## src/rtl/seq_generator_if.sv

```systemverilog
// Bus bundle between the serial pattern generator and its consumer.
// With SEQGEN_REF_DETECT_EN defined the bundle also carries z_ref.
interface seq_generator_if #(
  parameter int N     = 8,
  parameter int RPT_W = 4
);
  logic             start;
  logic [N-1:0]     pattern;
  logic [RPT_W-1:0] repeat_cnt;
  logic             w;
  logic             w_valid;
  logic             busy;
  logic             done;
`ifdef SEQGEN_REF_DETECT_EN
  logic             z_ref;

  modport master (input start, pattern, repeat_cnt,
                  output w, w_valid, busy, done, z_ref);
  modport slave  (output start, pattern, repeat_cnt,
                  input w, w_valid, busy, done, z_ref);
`else
  modport master (input start, pattern, repeat_cnt,
                  output w, w_valid, busy, done);
  modport slave  (output start, pattern, repeat_cnt,
                  input w, w_valid, busy, done);
`endif
endinterface

```

## src/rtl/seq_generator.sv

```systemverilog
// Serial MSB-first test-pattern transmitter with back-to-back repeats and a done pulse.
// SEQGEN_REF_DETECT_EN adds a registered golden 00/11 detector output (z_ref).
//
// state | meaning
// IDLE  | waiting for start; outputs quiet
// SHIFT | one pattern bit on w per clock, reloading from the hold copy on repeats
// DONE  | single-cycle done pulse, then back to IDLE
module seq_generator #(
  parameter int N     = 8,
  parameter int RPT_W = 4
) (
  input  logic            clk,
  input  logic            rst,
  seq_generator_if.master bus
);
  localparam int IW = (N > 2) ? $clog2(N) : 1;

  typedef enum logic [1:0] {IDLE = 2'd0, SHIFT = 2'd1, DONE = 2'd2} state_t;

  state_t           state, state_d;
  logic [N-1:0]     shreg, shreg_d;
  logic [N-1:0]     hold, hold_d;
  logic [IW-1:0]    idx, idx_d;
  logic [RPT_W-1:0] reps_left, reps_left_d;
  logic             w_q, w_d;
  logic             w_valid_q, w_valid_d;
  logic             busy_q, busy_d;
  logic             done_q, done_d;

  always_ff @(posedge clk or posedge rst) begin
    if (rst) begin
      state     <= IDLE;
      shreg     <= '0;
      hold      <= '0;
      idx       <= '0;
      reps_left <= '0;
      w_q       <= 1'b0;
      w_valid_q <= 1'b0;
      busy_q    <= 1'b0;
      done_q    <= 1'b0;
    end else begin
      state     <= state_d;
      shreg     <= shreg_d;
      hold      <= hold_d;
      idx       <= idx_d;
      reps_left <= reps_left_d;
      w_q       <= w_d;
      w_valid_q <= w_valid_d;
      busy_q    <= busy_d;
      done_q    <= done_d;
    end
  end

  // shreg holds the bits still to be sent, left-aligned; w already carries the current one.
  always_comb begin
    state_d     = state;
    shreg_d     = shreg;
    hold_d      = hold;
    idx_d       = idx;
    reps_left_d = reps_left;
    w_d         = 1'b0;
    w_valid_d   = 1'b0;
    busy_d      = 1'b0;
    done_d      = 1'b0;
    case (state)
      IDLE: begin
        if (bus.start) begin
          state_d     = SHIFT;
          hold_d      = bus.pattern;
          shreg_d     = {bus.pattern[N-2:0], 1'b0};
          idx_d       = IW'(N - 1);
          reps_left_d = bus.repeat_cnt;
          w_d         = bus.pattern[N-1];
          w_valid_d   = 1'b1;
          busy_d      = 1'b1;
        end
      end
      SHIFT: begin
        busy_d = 1'b1;
        if (idx != '0) begin
          idx_d     = idx - IW'(1);
          shreg_d   = {shreg[N-2:0], 1'b0};
          w_d       = shreg[N-1];
          w_valid_d = 1'b1;
        end else if (reps_left != '0) begin
          reps_left_d = reps_left - RPT_W'(1);
          idx_d       = IW'(N - 1);
          shreg_d     = {hold[N-2:0], 1'b0};
          w_d         = hold[N-1];
          w_valid_d   = 1'b1;
        end else begin
          state_d = DONE;
          done_d  = 1'b1;
        end
      end
      DONE: begin
        state_d = IDLE;
      end
      default: begin
        state_d = IDLE;
      end
    endcase
  end

  assign bus.w       = w_q;
  assign bus.w_valid = w_valid_q;
  assign bus.busy    = busy_q;
  assign bus.done    = done_q;

`ifdef SEQGEN_REF_DETECT_EN
  logic prev_bit, prev_valid, z_ref_q;

  // History restarts whenever w_valid drops, so it never spans two transfers.
  always_ff @(posedge clk or posedge rst) begin
    if (rst) begin
      z_ref_q    <= 1'b0;
      prev_bit   <= 1'b0;
      prev_valid <= 1'b0;
    end else if (w_valid_q) begin
      z_ref_q    <= prev_valid && (w_q == prev_bit);
      prev_bit   <= w_q;
      prev_valid <= 1'b1;
    end else begin
      z_ref_q    <= 1'b0;
      prev_valid <= 1'b0;
    end
  end

  assign bus.z_ref = z_ref_q;
`endif
endmodule

```

## src/flat_wrapper.sv

```systemverilog
// flat-port wrapper written by rule: the top's interface ports become plain ports
module seq_generator_flat 
#(
  parameter int N     = 8,
  parameter int RPT_W = 4
)
  (clk, rst, bus_start, bus_pattern, bus_repeat_cnt, bus_w, bus_w_valid, bus_busy, bus_done);
  seq_generator_if #(.N(N), .RPT_W(RPT_W)) bus_i ();
  input  logic clk;
  input  logic rst;
  input wire logic [$bits(bus_i.start)-1:0] bus_start;
  input wire logic [$bits(bus_i.pattern)-1:0] bus_pattern;
  input wire logic [$bits(bus_i.repeat_cnt)-1:0] bus_repeat_cnt;
  output wire logic [$bits(bus_i.w)-1:0] bus_w;
  output wire logic [$bits(bus_i.w_valid)-1:0] bus_w_valid;
  output wire logic [$bits(bus_i.busy)-1:0] bus_busy;
  output wire logic [$bits(bus_i.done)-1:0] bus_done;
  assign bus_i.start = bus_start;
  assign bus_i.pattern = bus_pattern;
  assign bus_i.repeat_cnt = bus_repeat_cnt;
  assign bus_w = bus_i.w;
  assign bus_w_valid = bus_i.w_valid;
  assign bus_busy = bus_i.busy;
  assign bus_done = bus_i.done;
  seq_generator #(.N(N), .RPT_W(RPT_W)) u_core (.clk(clk), .rst(rst), .bus(bus_i));
endmodule
```

## config.mk

```make
export PLATFORM = sky130hd
export DESIGN_NAME = seq_generator_flat
export DESIGN_NICKNAME = d
export VERILOG_FILES = /design/src/rtl/seq_generator_if.sv /design/src/rtl/seq_generator.sv /design/src/flat_wrapper.sv
export SDC_FILE = /design/constraint.sdc
export NUM_CORES = 1
export LEC_CHECK = 0
export BUFFER_PORTS_ARGS = -buffer_cell sky130_fd_sc_hd__buf_2
export CORE_ASPECT_RATIO = 0.7
export CORE_UTILIZATION = 40
export CTS_BUF_LIST = sky130_fd_sc_hd__clkbuf_16
export CTS_CLUSTER_DIAMETER = 80
export DETAILED_ROUTE_END_ITERATION = 10
export GPL_ROUTABILITY_DRIVEN = 0
export SYNTH_ARGS = -nofsm -noshare
export SYNTH_HDL_FRONTEND = slang
export SYNTH_SLANG_ARGS = --single-unit
```

## constraint.sdc

```tcl
create_clock -name clk -period 3.5 [get_ports clk]
set_input_delay 0.7 -clock clk [delete_from_list [all_inputs] [get_ports clk]]
set_output_delay 0.7 -clock clk [all_outputs]
set_load 0.05 [all_outputs]
```

==> out/metrics.csv <==
metric;value;unit
clock skew;0.00264;ns
die footprint;3760;um^2
slew at the pin with the worst max-slew slack;1.11;ns
Placed Instances;200;
family with the most delay on the worst path;compound AO/OA/AOI/OAI gates;
max-slew headroom at the worst pin;0.260;
Reg area;701;um^2
global route total overflow;0;
number of warnings issued by yosys;0;
total clock sinks;28;
class of the most critical hold timing path;reg2reg;
post-synthesis simple-gate area fraction;0.206;
average wire length per cell after detail routing;15.5;um
Post-Syn Instances;144;
routed vias;1106;
post-synthesis xor/xnor area fraction;0;
Area growth syn-to-layout;14.8;%
run status;finished, final reports clean;
core area;3250;um^2
Buffers & Inverters on Critical Path;1;
final setup violation count;0;
unrepaired setup endpoints after global routing;no;
share of synthesized area spent on multiplexers;0.00712;
sequential fraction of the synthesis area;0.499;
commonest register cell after synthesis;sky130_fd_sc_hd__dfrtp_1;
total power per unit cell area;1040;nW/um^2
Max VDD drop;0.510;mV
length of the first detailed-routing pass in iterations;4;
number of primary I/O pins;19;
share of the cycle needed by the critical path after routing;0.640;
Max H-tree Level;1;
HPWL after detailed placement;2.11;mm
number of global-route vias before repair;1083;
FFs w/ async S/R, synth;1.00;
Total Routed Length;3.17;mm
synthesized-area fraction occupied by ao, oa, aoi and oai cells;0.186;
number of antenna violations at the first check in global routing;0;
remaining number of nets flagged by the antenna check after routing;0;
GR Util All Layers;0.196;
Iter 0 DRT Violations;71;
Worst setup SP type;flop;
achievable frequency;0.447;GHz
DIE HEIGHT;51.6;um
launching element of the worst setup path;u_core.idx[0];
first-pass GRT wire length;5.42;mm
master of the slowest instance on the critical path;sky130_fd_sc_hd__nor2b_1;
vias per cell;5.42;
Resized Gates After CTS;0;
Post-Syn Nets;162;
Finished Layout Cells;204;
Post-layout nets;176;
final hold slack;0.482;ns
total power;0.00168;W
Adder-Cell Fraction of Synth Area;0.0267;
floorplan die width;72.8;um
combinational family with the most area after synthesis;simple AND/OR/NAND/NOR gates;
# hold bufs at CTS;0;
later-pin clock latency in the skew report;0.26;ns
commonest cells after routing, fill and taps aside;28 x sky130_fd_sc_hd__dfrtp_1, 24 x sky130_fd_sc_hd__nand2_1, 18 x sky130_fd_sc_hd__buf_2;
Clock Path Buffers;2;
class of the most critical setup path;reg2reg;
Hold Crit Depth;2;
setup tns final;0;ns
Static Leak;0.740;nW
most frequent standard cell in the layout excluding fill and tap cells;sky130_fd_sc_hd__dfrtp_1;
number of max-capacitance violations reported;0;
number of enable flip-flop cells after synthesis;0;
Row Count;17;
area occupied by multi-input gates;598;um^2
critical path depth;5;
clock transition at the registers of the reported paths;0.07;ns
minimum clock period after layout;2.24;ns
post-CTS setup buffers;0;
average footprint of a synthesized cell;9.76;um^2
clock tree root driver cell;sky130_fd_sc_hd__clkbuf_16;
fraction of final layout cells sized beyond drive strength 1;0.172;
number of slew-limit violations in the final report;0;
count of antenna diodes in the layout;0;
CP Cell Sequence;inv_1 -> ha_1 -> nor2b_1 -> a311o_1 -> o21ai_0;
HP Start;u_core.hold[4];
# fillers;315;
number of flip-flops and latches in the synthesized netlist;28;
Initial Utilization;0.432;
number of CTS-inserted buffers;3;
slowest cell delay on critical path;0.69;ns
Cell variety after synth;34;
DRC violation count after routing;0;
Worst R2R Path Depth;5;
maximum number of pins on one net before global-route repair;29;
launch instance of the worst register-to-register path;u_core.idx[0];
Critical Path Fanout Max;11;
Netlist Area Pre-Place;1410;um^2
endpoint required time on the critical path;3.63;ns
element type at the critical path end;flop;
final hold violations;0;
TritonCTS clock tree;done;
arrival time of data at the critical path endpoint;2.37;ns
Port Buffer Count;18;
[layout make-up]
type                       count  area share
inverter                      14      0.0326
sequential                    28       0.434
multi-input combinational     92       0.371
timing repair buffer          19      0.0605
clock inverter                 1      0.0186
tap                           47      0.0365
clock buffer                   3      0.0465
[flip-flops by register name (all words and copies together), names as in the netlist, 2 cells and up]
| signal | count |
|---|---|
| u_core.hold | 8 |
| u_core.shreg | 7 |
| u_core.reps_left | 4 |
| u_core.idx | 3 |
| u_core.state | 2 |
[metrics by stage]
stage | area (um^2) | setup slack (ns) | util
after global routing | 1610 | 1.08 | 0.496
after floorplan | 1410 | 1.85 | -
after detailed placement | 1510 | 1.32 | 0.463
after CTS | 1610 | 1.30 | 0.496
final | 1610 | 1.26 | 0.496
after global placement | 1510 | 1.47 | 0.463
[worst register-to-register path: stages, from the launching register on]
cell and delay, ns:
sky130_fd_sc_hd__dfrtp_1 0.39, sky130_fd_sc_hd__inv_1 0.09, sky130_fd_sc_hd__ha_1 0.23, sky130_fd_sc_hd__nor2b_1 0.69, sky130_fd_sc_hd__a311o_1 0.55, sky130_fd_sc_hd__o21ai_0 0.15
[power breakdown]
part	total [W]	internal, W	leakage [nW]	switching (W)
clock network	0.000339	0.000228	0.0511	0.000112
registers	0.000592	0.000476	0.338	0.000116
logic	0.000749	0.000299	0.351	0.000449
[kinds of logic (layout without fill, tap and decap cells)]
kind of cell,after synthesis,in the layout
AND/OR/NAND/NOR,54,54
AO/OA/AOI/OAI,34,34
flip-flops,28,28
buffers and inverters,24,37
adder cells (fa/ha/maj),3,3
multiplexers,1,1
[final timing paths]
kind | to | slack [ns]
min in group asynchronous | u_core.bus.w | 0.71
min | u_core.hold[4] | 0.48
max reg2reg | u_core.idx[0] | 1.26
max in group asynchronous | u_core.idx[0] | 2.12
min reg2reg | u_core.hold[4] | 0.48
max | u_core.idx[0] | 1.26
[Yosys cell counts (all sizes together), types with 2 or more instances]
| cell | number | area share |
|---|---|---|
| nor3 | 7 | 0.025 |
| a21oi | 2 | 0.0071 |
| o21ai | 4 | 0.014 |
| o2bb2ai | 4 | 0.025 |
| dfrtp | 28 | 0.50 |
| nand2 | 24 | 0.064 |
| a22oi | 5 | 0.027 |
| a211oi | 6 | 0.032 |
| o22ai | 2 | 0.0089 |
| ha | 3 | 0.027 |
| or3b | 2 | 0.012 |
| o32ai | 6 | 0.037 |
| inv | 14 | 0.037 |
| nor2 | 7 | 0.019 |
| clkbuf | 2 | 0.0053 |
| nor3b | 4 | 0.029 |
| buf | 8 | 0.033 |
| nand2b | 2 | 0.0089 |
[metal layers]
layer  share of wire  vias up  global-route usage
met1            0.50      534               0.282
met4          0.0085        0              0.0490
li1                -      537                   -
met3           0.050        5              0.0465
met5               0        -                   0
met2            0.44       30               0.296
(Power assumes the default switching activity.)
